===== src/rtl/pipe_ctrl_pkg.sv =====
// Shared types and constants for the pipeline hazard controller.
package pipe_ctrl_pkg;

  typedef enum logic [1:0] {
    INIT  = 2'd0,
    RUN   = 2'd1,
    MWAIT = 2'd2,
    ERR   = 2'd3
  } hz_state_t;

  typedef enum logic [1:0] {
    FWD_RF = 2'b00,
    FWD_W  = 2'b01,
    FWD_M  = 2'b10
  } fwd_sel_t;

  localparam logic [3:0] PC_REG = 4'd15;

endpackage


===== src/rtl/hz_forward_unit.sv =====
// E-stage operand forwarding select; the M-stage result has priority over W.
module hz_forward_unit
  import pipe_ctrl_pkg::*;
(
  input  logic [3:0] i_ra_e,
  input  logic [3:0] i_wa3_m,
  input  logic [3:0] i_wa3_w,
  input  logic       i_reg_write_m,
  input  logic       i_reg_write_w,
  output fwd_sel_t   o_fwd_sel
);

  // R15 reads come from the PC path, never from a forwarded result
  always_comb begin
    o_fwd_sel = FWD_RF;
    if (i_reg_write_m && (i_ra_e == i_wa3_m) && (i_wa3_m != PC_REG)) begin
      o_fwd_sel = FWD_M;
    end else if (i_reg_write_w && (i_ra_e == i_wa3_w) && (i_wa3_w != PC_REG)) begin
      o_fwd_sel = FWD_W;
    end
  end

endmodule


===== src/rtl/pipe_hazard_ctrl.sv =====
// Hazard/sequencing controller for the 5-stage core: forwarding, load-use and
// PC-write handling, data-memory wait FSM with timeout, post-reset flushing.
module pipe_hazard_ctrl
  import pipe_ctrl_pkg::*;
#(
  parameter int unsigned RST_FLUSH_CYC = 2,
  parameter int unsigned MEM_TIMEOUT   = 15
) (
  input  logic       clk,
  input  logic       reset,
  input  logic [3:0] RA1D,
  input  logic [3:0] RA2D,
  input  logic [3:0] RA1E,
  input  logic [3:0] RA2E,
  input  logic [3:0] WA3E,
  input  logic [3:0] WA3M,
  input  logic [3:0] WA3W,
  input  logic       RegWriteE,
  input  logic       RegWriteM,
  input  logic       RegWriteW,
  input  logic       MemtoRegE,
  input  logic       PCSrcD,
  input  logic       PCSrcE,
  input  logic       PCSrcM,
  input  logic       PCSrcW,
  input  logic       BranchTakenE,
  input  logic       MemReqM,
  input  logic       mem_ack,
  output logic [1:0] ForwardAE,
  output logic [1:0] ForwardBE,
  output logic       StallF,
  output logic       StallD,
  output logic       StallE,
  output logic       StallM,
  output logic       FlushD,
  output logic       FlushE,
  output logic       FlushW,
  output logic       MemErr
);

  localparam int unsigned    WCNT_W   = $clog2(MEM_TIMEOUT + 1);
  localparam logic [WCNT_W-1:0] WCNT_MAX = WCNT_W'(MEM_TIMEOUT);
  localparam logic [WCNT_W-1:0] WCNT_ONE = WCNT_W'(1);
  localparam logic [2:0]     RST_LAST = 3'(RST_FLUSH_CYC - 1);

  hz_state_t         r_state;
  logic [2:0]        r_rst_cnt;
  logic [WCNT_W-1:0] r_wait_cnt;
  logic              r_mem_err;

  fwd_sel_t          w_fwd_a;
  fwd_sel_t          w_fwd_b;
  logic [WCNT_W-1:0] w_wait_inc;
  logic              w_mem_miss;
  logic              w_mem_hold;
  logic              w_ldr_stall;
  logic              w_pc_wr_pend;

  hz_forward_unit u_fwd_a (
    .i_ra_e        (RA1E),
    .i_wa3_m       (WA3M),
    .i_wa3_w       (WA3W),
    .i_reg_write_m (RegWriteM),
    .i_reg_write_w (RegWriteW),
    .o_fwd_sel     (w_fwd_a)
  );

  hz_forward_unit u_fwd_b (
    .i_ra_e        (RA2E),
    .i_wa3_m       (WA3M),
    .i_wa3_w       (WA3W),
    .i_reg_write_m (RegWriteM),
    .i_reg_write_w (RegWriteW),
    .o_fwd_sel     (w_fwd_b)
  );

  assign ForwardAE    = w_fwd_a;
  assign ForwardBE    = w_fwd_b;
  assign MemErr       = r_mem_err;

  assign w_ldr_stall  = MemtoRegE & RegWriteE & ((RA1D == WA3E) | (RA2D == WA3E));
  assign w_pc_wr_pend = PCSrcD | PCSrcE | PCSrcM;
  assign w_mem_miss   = (r_state == RUN) & MemReqM & ~mem_ack;
  assign w_mem_hold   = w_mem_miss | ((r_state == MWAIT) & ~mem_ack);
  assign w_wait_inc   = (r_wait_cnt == WCNT_MAX) ? r_wait_cnt : r_wait_cnt + WCNT_ONE;

  // Sequencing FSM; the first unacknowledged cycle in RUN already counts as a wait cycle
  always_ff @(posedge clk or negedge reset) begin
    if (!reset) begin
      r_state    <= INIT;
      r_rst_cnt  <= 3'd0;
      r_wait_cnt <= '0;
      r_mem_err  <= 1'b0;
    end else begin
      case (r_state)
        INIT: begin
          if (r_rst_cnt == RST_LAST) r_state <= RUN;
          else                       r_rst_cnt <= r_rst_cnt + 3'd1;
        end
        RUN: begin
          if (w_mem_miss) begin
            r_wait_cnt <= WCNT_ONE;
            if (WCNT_ONE == WCNT_MAX) begin
              r_state   <= ERR;
              r_mem_err <= 1'b1;
            end else begin
              r_state   <= MWAIT;
            end
          end
        end
        MWAIT: begin
          if (mem_ack) begin
            r_state    <= RUN;
            r_wait_cnt <= '0;
          end else begin
            r_wait_cnt <= w_wait_inc;
            if (w_wait_inc == WCNT_MAX) begin
              r_state   <= ERR;
              r_mem_err <= 1'b1;
            end
          end
        end
        ERR:     r_mem_err <= 1'b1;
        default: r_state   <= INIT;
      endcase
    end
  end

  // Stall/flush decode; a pending memory access overrides hazard and branch terms
  always_comb begin
    StallF = 1'b0;
    StallD = 1'b0;
    StallE = 1'b0;
    StallM = 1'b0;
    FlushD = 1'b0;
    FlushE = 1'b0;
    FlushW = 1'b0;
    case (r_state)
      INIT: begin
        FlushD = 1'b1;
        FlushE = 1'b1;
      end
      ERR: begin
        {StallF, StallD, StallE, StallM} = 4'b1111;
        FlushW = 1'b1;
      end
      default: begin
        if (w_mem_hold) begin
          {StallF, StallD, StallE, StallM} = 4'b1111;
          FlushW = 1'b1;
        end else begin
          StallF = w_ldr_stall | w_pc_wr_pend;
          StallD = w_ldr_stall;
          FlushD = w_pc_wr_pend | PCSrcW | BranchTakenE;
          FlushE = w_ldr_stall | BranchTakenE;
        end
      end
    endcase
  end

endmodule


===== config.mk =====
export PLATFORM = sky130hd
export DESIGN_NAME = pipe_hazard_ctrl
export DESIGN_NICKNAME = d
export VERILOG_FILES = /design/src/rtl/pipe_ctrl_pkg.sv /design/src/rtl/hz_forward_unit.sv /design/src/rtl/pipe_hazard_ctrl.sv
export SDC_FILE = /design/constraint.sdc
export NUM_CORES = 1
export LEC_CHECK = 0
export BUFFER_PORTS_ARGS = -buffer_cell sky130_fd_sc_hd__buf_2
export CAP_MARGIN = 20
export CORE_MARGIN = 2
export CORE_UTILIZATION = 30
export DETAILED_ROUTE_END_ITERATION = 8
export PLACE_DENSITY = 0.65
export SYNTH_ARGS = -nofsm -noshare
export SYNTH_HDL_FRONTEND = slang
export SYNTH_SLANG_ARGS = --single-unit

===== constraint.sdc =====
create_clock -name clk -period 1.7 [get_ports clk]
set_input_delay 0.17 -clock clk [delete_from_list [all_inputs] [get_ports clk]]
set_output_delay 0.17 -clock clk [all_outputs]
set_load 0.01 [all_outputs]

## Yosys cells after proc, flatten, opt, wreduce, memory -nomap -nowiden

Cells that the tools add are included.

- Flip-flop bits (word level): 10
- Bits of input ports: 41
- Output and inout port bits: 12
- Logic and storage cells: 82

- Add/subtract/negate cells: 2
- Equal/unequal tests: 19
- Mux-type cells: 26
- Bitwise operators: 15
- Reduce and logical (&&, ||, !) cells: 16

Operators by type and width:

| cell | number |
|---|---|
| $eq 4x4->1 | 6 |
| $mux 2 | 6 |
| $mux 4 | 3 |
| $pmux 1 s2 | 6 |
| $mux 1 | 9 |
| $eq 4x4->1 const B | 2 |
| $logic_and 1x1->1 | 8 |
| $ne 4x4->1 const B | 2 |
| $or 1x1->1 | 8 |
| $pmux 4 s2 | 1 |
| $ne 2x2->1 const B | 3 |
| $pmux 2 s3 | 1 |
| $and 1x1->1 | 5 |
| $add 4x1->4 const B | 1 |
| $eq 2x2->1 const B | 2 |
| $reduce_and 2->1 | 2 |
| $reduce_and 4->1 | 1 |
| $reduce_bool 2->1 | 2 |
| $add 3x1->3 const B | 1 |
| $eq 3x1->1 const B | 1 |
| $ne 3x2->1 const B | 1 |
| $reduce_and 3->1 | 1 |
| $reduce_bool 3->1 | 1 |
| $eq 2x1->1 const B | 1 |
| other kinds (3) | 4 |

## Depth between registers and ports, before layout

- Word-level depth: 6
- Gate-level depth with buffers: 8
- Depth with buffers taken out: 6

## Modules after synthesis

Synthesis repeated with hierarchy kept, for this count alone.

- Cells, all modules: 127
- Area, all modules: 1096.1 sq um

By module, submodules not included:

| module | times used | cells an instance | area an instance (sq um) | seq. area each (sq um) |
|---|---|---|---|---|
| pipe_hazard_ctrl | 1 | 93 | 855.8 | 250.2 |
| hz_forward_unit | 2 | 17 | 120.1 | 0.0 |

## Worst setup path after synthesis

OpenSTA, ideal clock, no wires.

- Kind: reg-to-output
- Start: register r_state[1]
- End: output port StallE
- Arrival time: 1590 ps
- Path slack: -60 ps
- Stages on the path, launching flop included: 9
- Buffers on the path: 2
- Cells stage by stage: dfrtp_1 inv_1 ha_1 clkbuf_1 a21oi_1 o21ai_0 o21ai_0 inv_1 buf_4

- Cells in the longest elaborated chain, start to end: 6

Ends and longest elaborated chain:

| what | line | text |
|---|---|---|
| start: declaration | pipe_hazard_ctrl.sv:46 | `hz_state_t r_state;` |
| start signal: assignment | pipe_hazard_ctrl.sv:90 | `r_state <= INIT;` |
| start signal: assignment | pipe_hazard_ctrl.sv:97 | `if (r_rst_cnt == RST_LAST) r_state <= RUN;` |
| start signal: assignment | pipe_hazard_ctrl.sv:104 | `r_state <= ERR;` |
| $eq 2x1->1 | pipe_hazard_ctrl.sv:83 | `assign w_mem_miss = (r_state == RUN) & MemReqM & ~mem_ack;` |
| $and 1x1->1 (2 in a row) | pipe_hazard_ctrl.sv:83 |  |
| $or 1x1->1 | pipe_hazard_ctrl.sv:84 | `assign w_mem_hold = w_mem_miss \| ((r_state == MWAIT) & ~mem_ack);` |
| $mux 1 | n/a |  |
| $pmux 1 s2 (*) | n/a |  |
| end: declaration | pipe_hazard_ctrl.sv:33 | `output logic StallE,` |

Mark *: on every way between the ends. The rest lies on a longest branch, timed or not.

## Final worst setup path

- Start: register r_state[1]
- End: output port FlushE

- Cells in the longest elaborated chain, start to end: 6

Ends and longest elaborated chain:

| what | line | text |
|---|---|---|
| $eq 2x1->1 | pipe_hazard_ctrl.sv:83 |  |
| $and 1x1->1 (2 in a row) | pipe_hazard_ctrl.sv:83 |  |
| $or 1x1->1 | pipe_hazard_ctrl.sv:84 |  |
| $mux 1 | pipe_hazard_ctrl.sv:148 | `if (w_mem_hold) begin` |
| $pmux 1 s2 (*) | pipe_hazard_ctrl.sv:138 | `case (r_state)` |
| end: declaration | pipe_hazard_ctrl.sv:36 | `output logic FlushE,` |

Marks and branches as above.

==> reports/qor.csv <==
metric,value,unit
cts_root_buf,clkbuf_4,
p_leak,0.7473,nW
clkTransAtPathRegs,60,ps
pre_cts_slack,8.043,ps
yosys.area.top_type,dfrtp_1,
setup_viol,7,
synth_nets,177,
grt_pass1_vias,1137,
final_core_util,48.87,%
insertion_delay,260,ps
fp.dieArea,4104,um^2
htreeDepth,1,
area_growth,53.06,%
grt_pass1_wl,4540,um
hold_ws,298.6,ps
rows,21,
wl_met2,1477,um
wl_met1,1252,um
grt_antenna_before_repair,0,
synth_top_flop_cell,dfrtp_1,
critPathMaxStageDelay,430,ps
crit_slowest_cell,dfrtp_1,
cts_tree,built,
fin_tns_setup,-298.1,ps
wl,2904,um
synthArstFlopShare,100.0,%
worst_setup_path_end_kind,output pin,
nFillCells,318,
finalPower,2.163,mW
max_slew.worst_pin.slew,359.4,ps
layout_common_cells,"buf_2 (52), xnor2_1 (17), buf_4 (14)",
placed_area,1471,um^2
die-width,64.07,um
ir_worst_vdd,799.3,uV
wl_met3,162,um
vias_per_cell,4.943,
clockBufferDepth,2,
gp_congestion,0.8203,
detailed_place_hpwl,2316,um
nets,248,
initial_utilization,31.93,%
r2r_start,r_state[1],
min_path_type,input port to asynchronous set/reset pin,
syn-cell-area,1082,um^2
startpoint,r_state[1],
crit_path_max_fanout,4,
yosys-top-cells-area,"dfrtp_1 (23%), xnor2_1 (14%), ha_1 (8.1%)",
maxUsedRoutingLayer,met4,
io_buffers,52,
rsz0062_at_grt,true,
r2r_cells,6,
grt_use_total,13.62,%
avgRoutedWirePerCell,11.90,um
clkSinkCount,10,
dpl.cell_count,236,
instances_no_fill,244,
ff2ff_setup_slack,50,ps
synth.distinct_cells,37,
fp.dieH,64.07,um
outcome,"complete, but fails checks",
hold_violations,0,
synth-seq-cells,10,
pwr-share-comb,75.2,%
relSlewSlack,75.78,%
numCtsBuffers,3,
final_area,1657,um^2
clock_skew,4.090,ps
internal_power,1.236,mW
path_cells,"inv_2, ha_4, o21ai_2, buf_4, a22oi_2, buf_2",
finalMaxSlewViolations,0,
powerDensity,1306,nW/um^2
violations,setup timing,
synth_warnings,0,
synth_edf_count,0,
p_sw_share,42.87,%
first_pass_iters,4,
required,1530,ps
ys_seq_area_share,23.12,%
grt_max_degree,11,
switchingPower,927.3,uW
p_seq_share,17.8,%
clkPwrFrac,7.0,%
r2r-end,r_state[1],
cp-endpoint,FlushE,
cp.arrival,1600,ps
path_class,flip-flop to output pin,
core_area,3390,um^2
maxCapViolCount,0,
drc_errors,0,
io_pins,53,
dr_total_vias,1206,
netlist_instances,129,
min_period,1772,ps
fin_crit_sh,104.2,%
grt_remaining_overflow,0,
layout_commonest_cell,buf_2,
drive_gt1_share,47.98,%
timing.fmax,564.4,MHz
setup_ws,-71.65,ps
route.antenna.remaining_nets,0,
critPathLaunchType,flip-flop,
synth_top_area_share,23.12,%
drt_iter0_drc,27,
avgSynthCellArea,8.390,um^2
diodes,0,
-- power by group through the flow --
| stage | clock, mW | combinational, mW | sequential (mW) |
|---|---|---|---|
| detailed placement | 0 | 1.27 | 0.371 |
| CTS | 0.162 | 1.46 | 0.376 |
| global placement | 0 | 1.27 | 0.370 |
| finish | 0.152 | 1.63 | 0.384 |
| floorplan | 0 | 0.775 | 0.380 |
| global route | 0.179 | 1.78 | 0.397 |
-- registers in the layout (all words and copies together) (netlist names) --
register,flops
r_wait_cnt,4
r_rst_cnt,3
r_state,2
MemErr,1
-- metal layers --
metal  GRT usage, %  up-vias
li1               -      613
met1          15.80      560
met2          25.39       31
met3          1.585        2
met4          4.891        0
met5              0        -
-- Yosys cell counts (3+ instances only) --
library cell / instances
xnor2_1: 17
dfrtp_1: 10
o21ai_0: 9
inv_1: 8
nand2_1: 8
xor2_1: 8
ha_1: 7
nor2_1: 7
nor3_1: 7
a21oi_1: 6
nand4_1: 6
nand2b_1: 3
nor4_1: 3
-- critical path, delay by kind of cell, from the launching register on --
kind                     cells  cell delay (ps)
adder cells (fa/ha/maj)      1              310
AO/OA/AOI/OAI                2              220
flip-flops                   1              430
buffers and inverters        3              390
-- how the worst min path moves through the flow --
stage	startpoint	end	slack, ps	cells after the start
after floorplan	reset	MemErr	-130	0
after global placement	reset	r_wait_cnt[2]	50	1
after detailed placement	reset	r_wait_cnt[0]	40	1
after CTS	reset	r_rst_cnt[1]	290	2
after global routing	reset	r_rst_cnt[2]	310	2
final	reset	r_rst_cnt[1]	300	2
-- final cells by class --
cell class	instances	area, um^2	area share (%)
clock buffers	3	22.52	1.360
inverters	8	32.53	1.964
flip-flops and latches	10	250.2	15.11
repair buffers	69	397.9	24.02
multi-input cells	108	895.9	54.08
well taps	46	57.56	3.474
-- cell families (layout without fill, tap and decap cells) --
logic type | count (synthesis) | count (layout) | synth area share (%)
simple gates | 45 | 45 | 25.43
buf+inv | 11 | 80 | 4.508
flops | 10 | 10 | 23.12
compound gates | 30 | 30 | 17.69
fa+ha+maj | 7 | 7 | 8.092
mux | 1 | 1 | 0.9249
xor+xnor | 25 | 25 | 20.23
-- what timing repair did --
| item | in CTS | in global routing |
|---|---|---|
| endpoints found under the hold margin | 10 | 0 |
| hold buffers | 1 | 0 |
| pin swaps | 3 | 7 |
| setup buffers | 2 | 2 |
| resized for setup | 17 | 12 |
| endpoints found under the setup margin | 8 | 10 |
Note: power is estimated with default switching activity, not from simulation.
